--- config.mk ---
export PLATFORM = sky130hd
export DESIGN_NAME = intr_ctrl
export DESIGN_NICKNAME = d
export VERILOG_FILES = /design/src/rtl/intr_ctrl.sv
export SDC_FILE = /design/constraint.sdc
export NUM_CORES = 1
export LEC_CHECK = 0
export ABC_CLOCK_PERIOD_IN_PS = 2200
export BUFFER_PORTS_ARGS = -buffer_cell sky130_fd_sc_hd__buf_2
export CAP_MARGIN = 40
export CELL_PAD_IN_SITES_DETAIL_PLACEMENT = 1
export CELL_PAD_IN_SITES_GLOBAL_PLACEMENT = 2
export CORE_MARGIN = 3
export CORE_UTILIZATION = 25
export DETAILED_ROUTE_END_ITERATION = 6
export GPL_TIMING_DRIVEN = 0
export PLACE_DENSITY_LB_ADDON = 0.1
export SYNTH_ARGS = -nofsm -noshare
export SYNTH_HDL_FRONTEND = slang
export SYNTH_SLANG_ARGS = --single-unit
--- constraint.sdc ---
create_clock -name clk -period 2.2 [get_ports clk]
set_clock_uncertainty 0.1 [all_clocks]
set_input_delay 0.33 -clock clk [delete_from_list [all_inputs] [get_ports clk]]
set_output_delay 0.33 -clock clk [all_outputs]
set_load 0.1 [all_outputs]
--- src/rtl/intr_ctrl.sv ---
// Four-line vectored interrupt controller: latches rising edges on irq, takes
// the lowest-index enabled line, and sequences PC override on entry and return.
//
// state   | meaning
// IDLE    | no handler running; arbitrates pending & mask when ie = 1
// ENTER   | one cycle: take_irq pulse, vector driven, ret_pc captured
// SERVICE | handler executing; interruption = 1 until reti
// EXIT    | one cycle: restore pulse, PC mux selects ret_pc
module intr_ctrl #(
    parameter int          ADDR_WIDTH    = 10,
    parameter int unsigned VECTOR_BASE   = 'h3F0,
    parameter int unsigned VECTOR_STRIDE = 4
) (
    input  logic                  clk,
    input  logic                  reset,
    input  logic [3:0]            irq,
    input  logic [3:0]            mask,
    input  logic                  ie,
    input  logic                  reti,
    input  logic [ADDR_WIDTH-1:0] pc_next,
    output logic                  interruption,
    output logic                  take_irq,
    output logic [ADDR_WIDTH-1:0] vector,
    output logic                  restore,
    output logic [ADDR_WIDTH-1:0] ret_pc,
    output logic [3:0]            pending,
    output logic [1:0]            active_id
);

    typedef enum logic [1:0] {IDLE, ENTER, SERVICE, EXIT} state_t;

    state_t     state, state_nx;
    logic [3:0] irq_q;
    logic [3:0] edges;
    logic [3:0] masked;
    logic [3:0] clr;
    logic [1:0] winner;

    assign edges  = irq & ~irq_q;
    assign masked = pending & mask;
    assign vector = ADDR_WIDTH'(VECTOR_BASE + 32'(active_id) * VECTOR_STRIDE);

    // Fixed priority: scanning downward lets the lowest set index win.
    always_comb begin
        winner = 2'd0;
        for (int i = 3; i >= 0; i--) begin
            if (masked[i]) winner = 2'(i);
        end
    end

    always_comb begin
        state_nx     = state;
        take_irq     = 1'b0;
        restore      = 1'b0;
        interruption = 1'b0;
        clr          = 4'b0000;
        case (state)
            IDLE: begin
                if (ie && (masked != 4'b0000)) state_nx = ENTER;
            end
            ENTER: begin
                take_irq         = 1'b1;
                clr[active_id]   = 1'b1;
                state_nx         = SERVICE;
            end
            SERVICE: begin
                interruption = 1'b1;
                if (reti) state_nx = EXIT;
            end
            EXIT: begin
                restore  = 1'b1;
                state_nx = IDLE;
            end
            default: state_nx = IDLE;
        endcase
        // Reset aborts a handler immediately; no pulse may leak in that cycle.
        if (reset) begin
            take_irq     = 1'b0;
            restore      = 1'b0;
            interruption = 1'b0;
        end
    end

    always_ff @(posedge clk) begin
        if (reset) begin
            state     <= IDLE;
            irq_q     <= 4'b1111;
            pending   <= 4'b0000;
            active_id <= 2'd0;
            ret_pc    <= '0;
        end else begin
            state   <= state_nx;
            irq_q   <= irq;
            // A new edge in the clearing cycle keeps the request latched.
            pending <= (pending & ~clr) | edges;
            if (state == IDLE && state_nx == ENTER) active_id <= winner;
            if (state == ENTER) ret_pc <= pc_next;
        end
    end

endmodule

# --- Word level (Yosys, flattened, before mapping) ---
# Index checks and enable logic that the tools add are counted.
classes:
  addsub: 1
  magnitude_cmp: 2
  eq_ne: 4
  mux: 16
  bitwise: 6
  reduce_logical: 5
ops:
  columns: ["operator", "n"]
  rows:
  - ["AND 4 bit", 3]
  - ["2-to-1 mux 2 bit", 6]
  - ["adder 10 x 4 -> 10 bit, first input constant", 1]
  - ["inverter 4 bit", 2]
  - ["case mux 2 bit (4 select lines)", 1]
  - ["2-to-1 mux 1 bit", 7]
  - ["== test 2 x 1 -> 1 bit, second input constant", 2]
  - ["== test 2 bit, second input constant", 2]
  - ["2-to-1 mux 4 bit", 1]
  - ["OR 4 bit", 1]
  - ["nonzero test 4 bit", 1]
  - ["logical AND 1 bit", 3]
  - ["< comparator 2 x 3 -> 1 bit, second input constant", 1]
  - ["demux 1 bit (select 2 bit)", 1]
  - ["greater-or-equal comparator 2 x 1 -> 1 bit, second input constant", 1]
  - ["logical NOT 2 bit", 1]
word_totals:
  ff_bits: 22
  inputBits: 22
  output_inout_bits: 29
  word_cells: 39

# --- Depth between registers and ports, before layout ---
depth:
  ltp_word: 8
  mapped_depth: 4
  mapped_depth_nobuf: 4

# --- Least setup slack after synthesis ---
# No wires, ideal clock.
synth_path:
  path_type: "register to output"
  from: "reg state[1]"
  to: "out interruption"
  t_arrival_ns: 2.678
  required_time_ns: 1.770
  setup_slack_ns: -0.908
  stages_incl_launch_ff: 2
  n_path_buf: 0
  path_cell_list: "dfxtp_1 nor3b_1"
synth_via:
  elab_chain_len: 3
synth_rtl:
  columns: ["item", "line", "source"]
  rows:
  - ["from (decl)", "32", "state_t state, state_nx;"]
  - ["from (signal assigned)", "92", "state <= state_nx;"]
  - ["== test 2 bit", "57", "case (state)"]
  - ["2-to-1 mux 1 bit", "57", null]
  - ["2-to-1 mux 1 bit", "77", "if (reset) begin"]
  - ["to (decl)", "21", "output logic interruption,"]
# No other way between the ends.

# --- Worst setup path in the final report ---
layout_path:
  from: "reg state[0]"
  to: "out take_irq"
layout_via:
  elab_chain_len: 3
layout_rtl:
  columns: ["item", "line", "source"]
  rows:
  - ["== test 2 x 1 -> 1 bit", "57", null]
  - ["2-to-1 mux 1 bit", "57", null]
  - ["2-to-1 mux 1 bit", "77", null]
  - ["to (decl)", "22", "output logic take_irq,"]
# No other way between the ends.

==> parameters.txt <==
Parameter                              Value

Layout
  Leading cell types in the layout, fill and taps excluded ... 41 x buf_2, 23 x nand2_1, 22 x dfxtp_1, 16 x a21oi_1, 12 x buf_4
  Count of antenna diodes in the layout ... 0
  Post-route non-filler standard cell count ... 204
  Layout net count ... 182
  Filler cell count ... 450
  Layout Area Growth over Synthesis ... 36.7%
  Share of post-route cells with drive strength above 1 ... 0.430
  Most common cell after layout, fill and taps aside ... buf_2

Floorplan
  Total die area ... about 4500 um^2
  Boundary pin count ... around 50
  Number of core rows ... 21
  Height of the die ... 67.0 um
  Overall die width ... around 67 um
  Area of the placeable core ... ~3500 um^2
  Initial Util ... 0.268

Route
  Total vias in the final route ... 889
  DR WL met2 ... 1230 um
  Number of iterations in the first detailed-routing pass ... 2
  Post-DRT Antenna Nets ... 0
  Met3 layer wire length in the routed design ... roughly 150 um
  DRC ... 0
  Routed wire length per instance ... 12.7 um
  Ratio of routed vias to standard cells ... 4.36
  DR top layer ... met4
  Length of routed wiring on met1 ... 1170 um
  Routed wire length ... 2590 um
  Iteration-0 DRC Markers ... 5

STA
  Min Tclk post-route ... 2.01 ns
  Final critical-path share of the clock period ... 0.913
  Final sum of negative setup slack ... 0 ns
  Unrepaired setup endpoints after global routing ... false
  Fmax ... 498 MHz
  Final setup violation count ... 0
  Hold Vio Cnt, Final ... 0
  Fin. max-slew vios ... 0

Setup path
  Element type at the critical path end ... output port
  CP Data Arrival Time ... 1.58 ns
  Crit path cell chain ... nand2b_1, buf_4, nor2_2, clkbuf_4
  Worst Path Max Fanout ... 10
  Startpoint-to-endpoint class of the critical path ... register to output port
  Worst r2r path cells ... 4
  Crit-path max cell delay ... 0.47 ns
  Startpoint Class ... register
  Critical register-to-register path endpoint ... ret_pc[3]$_SDFFE_PP0P_
  Critical path required time ... between 1.5 and 2 ns
  Critical path destination ... take_irq
  Worst setup path start ... state[0]$_SDFF_PP0_
  Crit path max-delay family ... buffers and inverters
  Critical path buffer and inverter count ... 2
  Critical register-to-register path startpoint ... state[1]$_SDFF_PP0_
  Critical-path top delay cell ... dfxtp_1
  Register-to-Register Setup Slack ... a little under 0.9 ns
  Total stage count of the critical path ... 4

Status
  Result of the run ... finished clean

Logic synthesis
  Share of the synthesized area in compound gates (AO/OA/AOI/OAI) ... 0.184
  Number of synthesis warnings ... 0
  Synth area leaders ... dfxtp_1 47%, buf_4 9.7%, nand2_1 9.3%
  Count of flip-flops with a built-in enable after synthesis ... 0
  Post-Synth Simple-Gate Area ... 0.221
  Share of the synthesized area in the top cell type ... 0.474
  Adder-cell share of the synthesized area ... 0
  Post-Syn Instances ... 107
  Synth unique cells ... 25
  Flops & latches, synth ... 22
  Mux share of post-synthesis cell area ... 0
  Synthesized area divided by synthesized cell count ... 8.69 um^2
  Fraction of the yosys area taken by sequential cells ... 0.474
  Synthesized-area fraction occupied by xor and xnor cells ... 0
  Post-Synthesis Cell Area ... 930 um^2
  Main synth FF type ... dfxtp_1
  Dominant cell type by area after synthesis ... dfxtp_1
  Post-synth ARST share ... 0
  Main combinational cell family by area after synthesis ... simple AND/OR/NAND/NOR gates

Clocking
  H-tree level count ... 1
  Deepest clock path buffer count ... 2
  Number of buffers added to fix hold violations after cts ... 0
  Cell at the root of the clock tree ... clkbuf_8
  Clock sinks ... 22
  Number of buffers inserted by post-CTS setup repair ... 0
  Clock-pin transition on the worst setup and hold timing paths ... 0.08 ns
  Num CTS Buffers ... 3
  Clk_lat worst skew ... 0.26 ns
  TritonCTS clock tree ... yes

Place
  Routability-driven placement congestion ratio ... 0.782
  IO buf count ... 42
  Post-detailed-placement half-perimeter wirelength ... ~2000 um
  Placed Instances ... about 200

Pwr
  Power per cell area ... 748 nW/um^2
  Leakage power ... 0.581 nW
  Max rail drop VDD ... around 0.00023 V

Global route
  Global routing usage summed across all routing layers ... 0.125
  Total congestion overflow ... 0
  Pin count of the biggest net entering global routing ... 12
  Number of antenna violations at the first check in global routing ... 0
  Wire length of the first global-routing pass ... roughly 4200 um
  Via count of the first global-routing pass ... 902

Worst hold path
  Worst min path class ... input pin to register

Run
  Max-capacitance violation count ... 0
-- flip-flops by register name (all words and copies together), names as in the netlist --
signal and flops:
ret_pc 10, irq_q 4, pending 4, active_id 2, state 2
-- cell type report --
cell class                      count  area [um^2]  share of cell area
Multi-Input combinational cell     75          414               0.326
Clock buffer                        3         41.3              0.0325
Buffer                             14         97.6              0.0768
Timing Repair Buffer               42          213               0.167
Tap cell                           46         57.6              0.0453
Inverter                            2         7.51             0.00591
Sequential cell                    22          440               0.346
-- cell usage after synthesis, types with 2 or more instances --
cell	instances
o31ai_1	2
nand2b_1	4
buf_4	12
dfxtp_1	22
clkbuf_1	2
or2_2	4
nand2_1	23
a21oi_1	16
nor2_1	2
a22o_1	2
conb_1	2
o21ai_0	2
inv_1	2
-- per-layer routing --
layer | vias to the layer above | global-route usage
met4 | 0 | 0.0532
met3 | 4 | 0.0236
li1 | 446 | -
met5 | - | 0
met1 | 409 | 0.153
met2 | 30 | 0.212
-- worst register-to-register path, cell delays in order (launching register included) --
cell	delay, ns
dfxtp_1	0.44
nand2b_1	0.27
buf_4	0.22
nand2_1	0.07
a21oi_1	0.14
-- repair_timing --
item	4_1_cts	5_1_grt
setup endpoints to repair	0	1
resized for setup	0	1
endpoints found under the hold margin	0	0
-- worst min-delay path by stage --
stage / startpoint / to / slack [ns] / cells after the start
CTS: irq[3] / irq_q[3]$_SDFF_PP1_ / 0.16 / 2
global route: irq[3] / irq_q[3]$_SDFF_PP1_ / 0.17 / 2
global placement: ret_pc[2]$_SDFFE_PP0P_ / ret_pc[2]$_SDFFE_PP0P_ / 0.34 / 2
finish: irq[3] / irq_q[3]$_SDFF_PP1_ / 0.16 / 2
floorplan: reset / irq_q[0]$_SDFF_PP1_ / 0.33 / 1
detailed placement: ret_pc[2]$_SDFFE_PP0P_ / ret_pc[2]$_SDFFE_PP0P_ / 0.35 / 2
-- cell families (layout without fill, tap and decap cells) --
family,count (synthesis),after routing
DFF,22,22
buffers and inverters,16,61
and+or+nand+nor,40,40
AOI/OAI and AO/OA,27,27
other,2,8
-- metrics by stage --
stage | power (mW) | area (um^2) | util | setup WS [ns] | hold slack (ns)
floorplan | 0.658 | 960 | - | 0.116 | 0.334
global placement | 0.705 | 1230 | 0.354 | 0.390 | 0.342
detailed placement | 0.710 | 1230 | 0.354 | 0.378 | 0.351
CTS | 0.958 | 1270 | 0.366 | 0.0739 | 0.163
global route | 0.997 | 1270 | 0.367 | 0.0693 | 0.169
finish | 0.951 | 1270 | 0.367 | 0.191 | 0.164
-- power by group --
group / switching, mW / internal [mW] / total (mW) / leakage [nW]
sequential: 0.0148 / 0.416 / 0.431 / 0.180
combinational: 0.209 / 0.0585 / 0.268 / 0.380
clock: 0.130 / 0.122 / 0.252 / 0.0216
No activity file was read; power rests on OpenSTA's default activity.
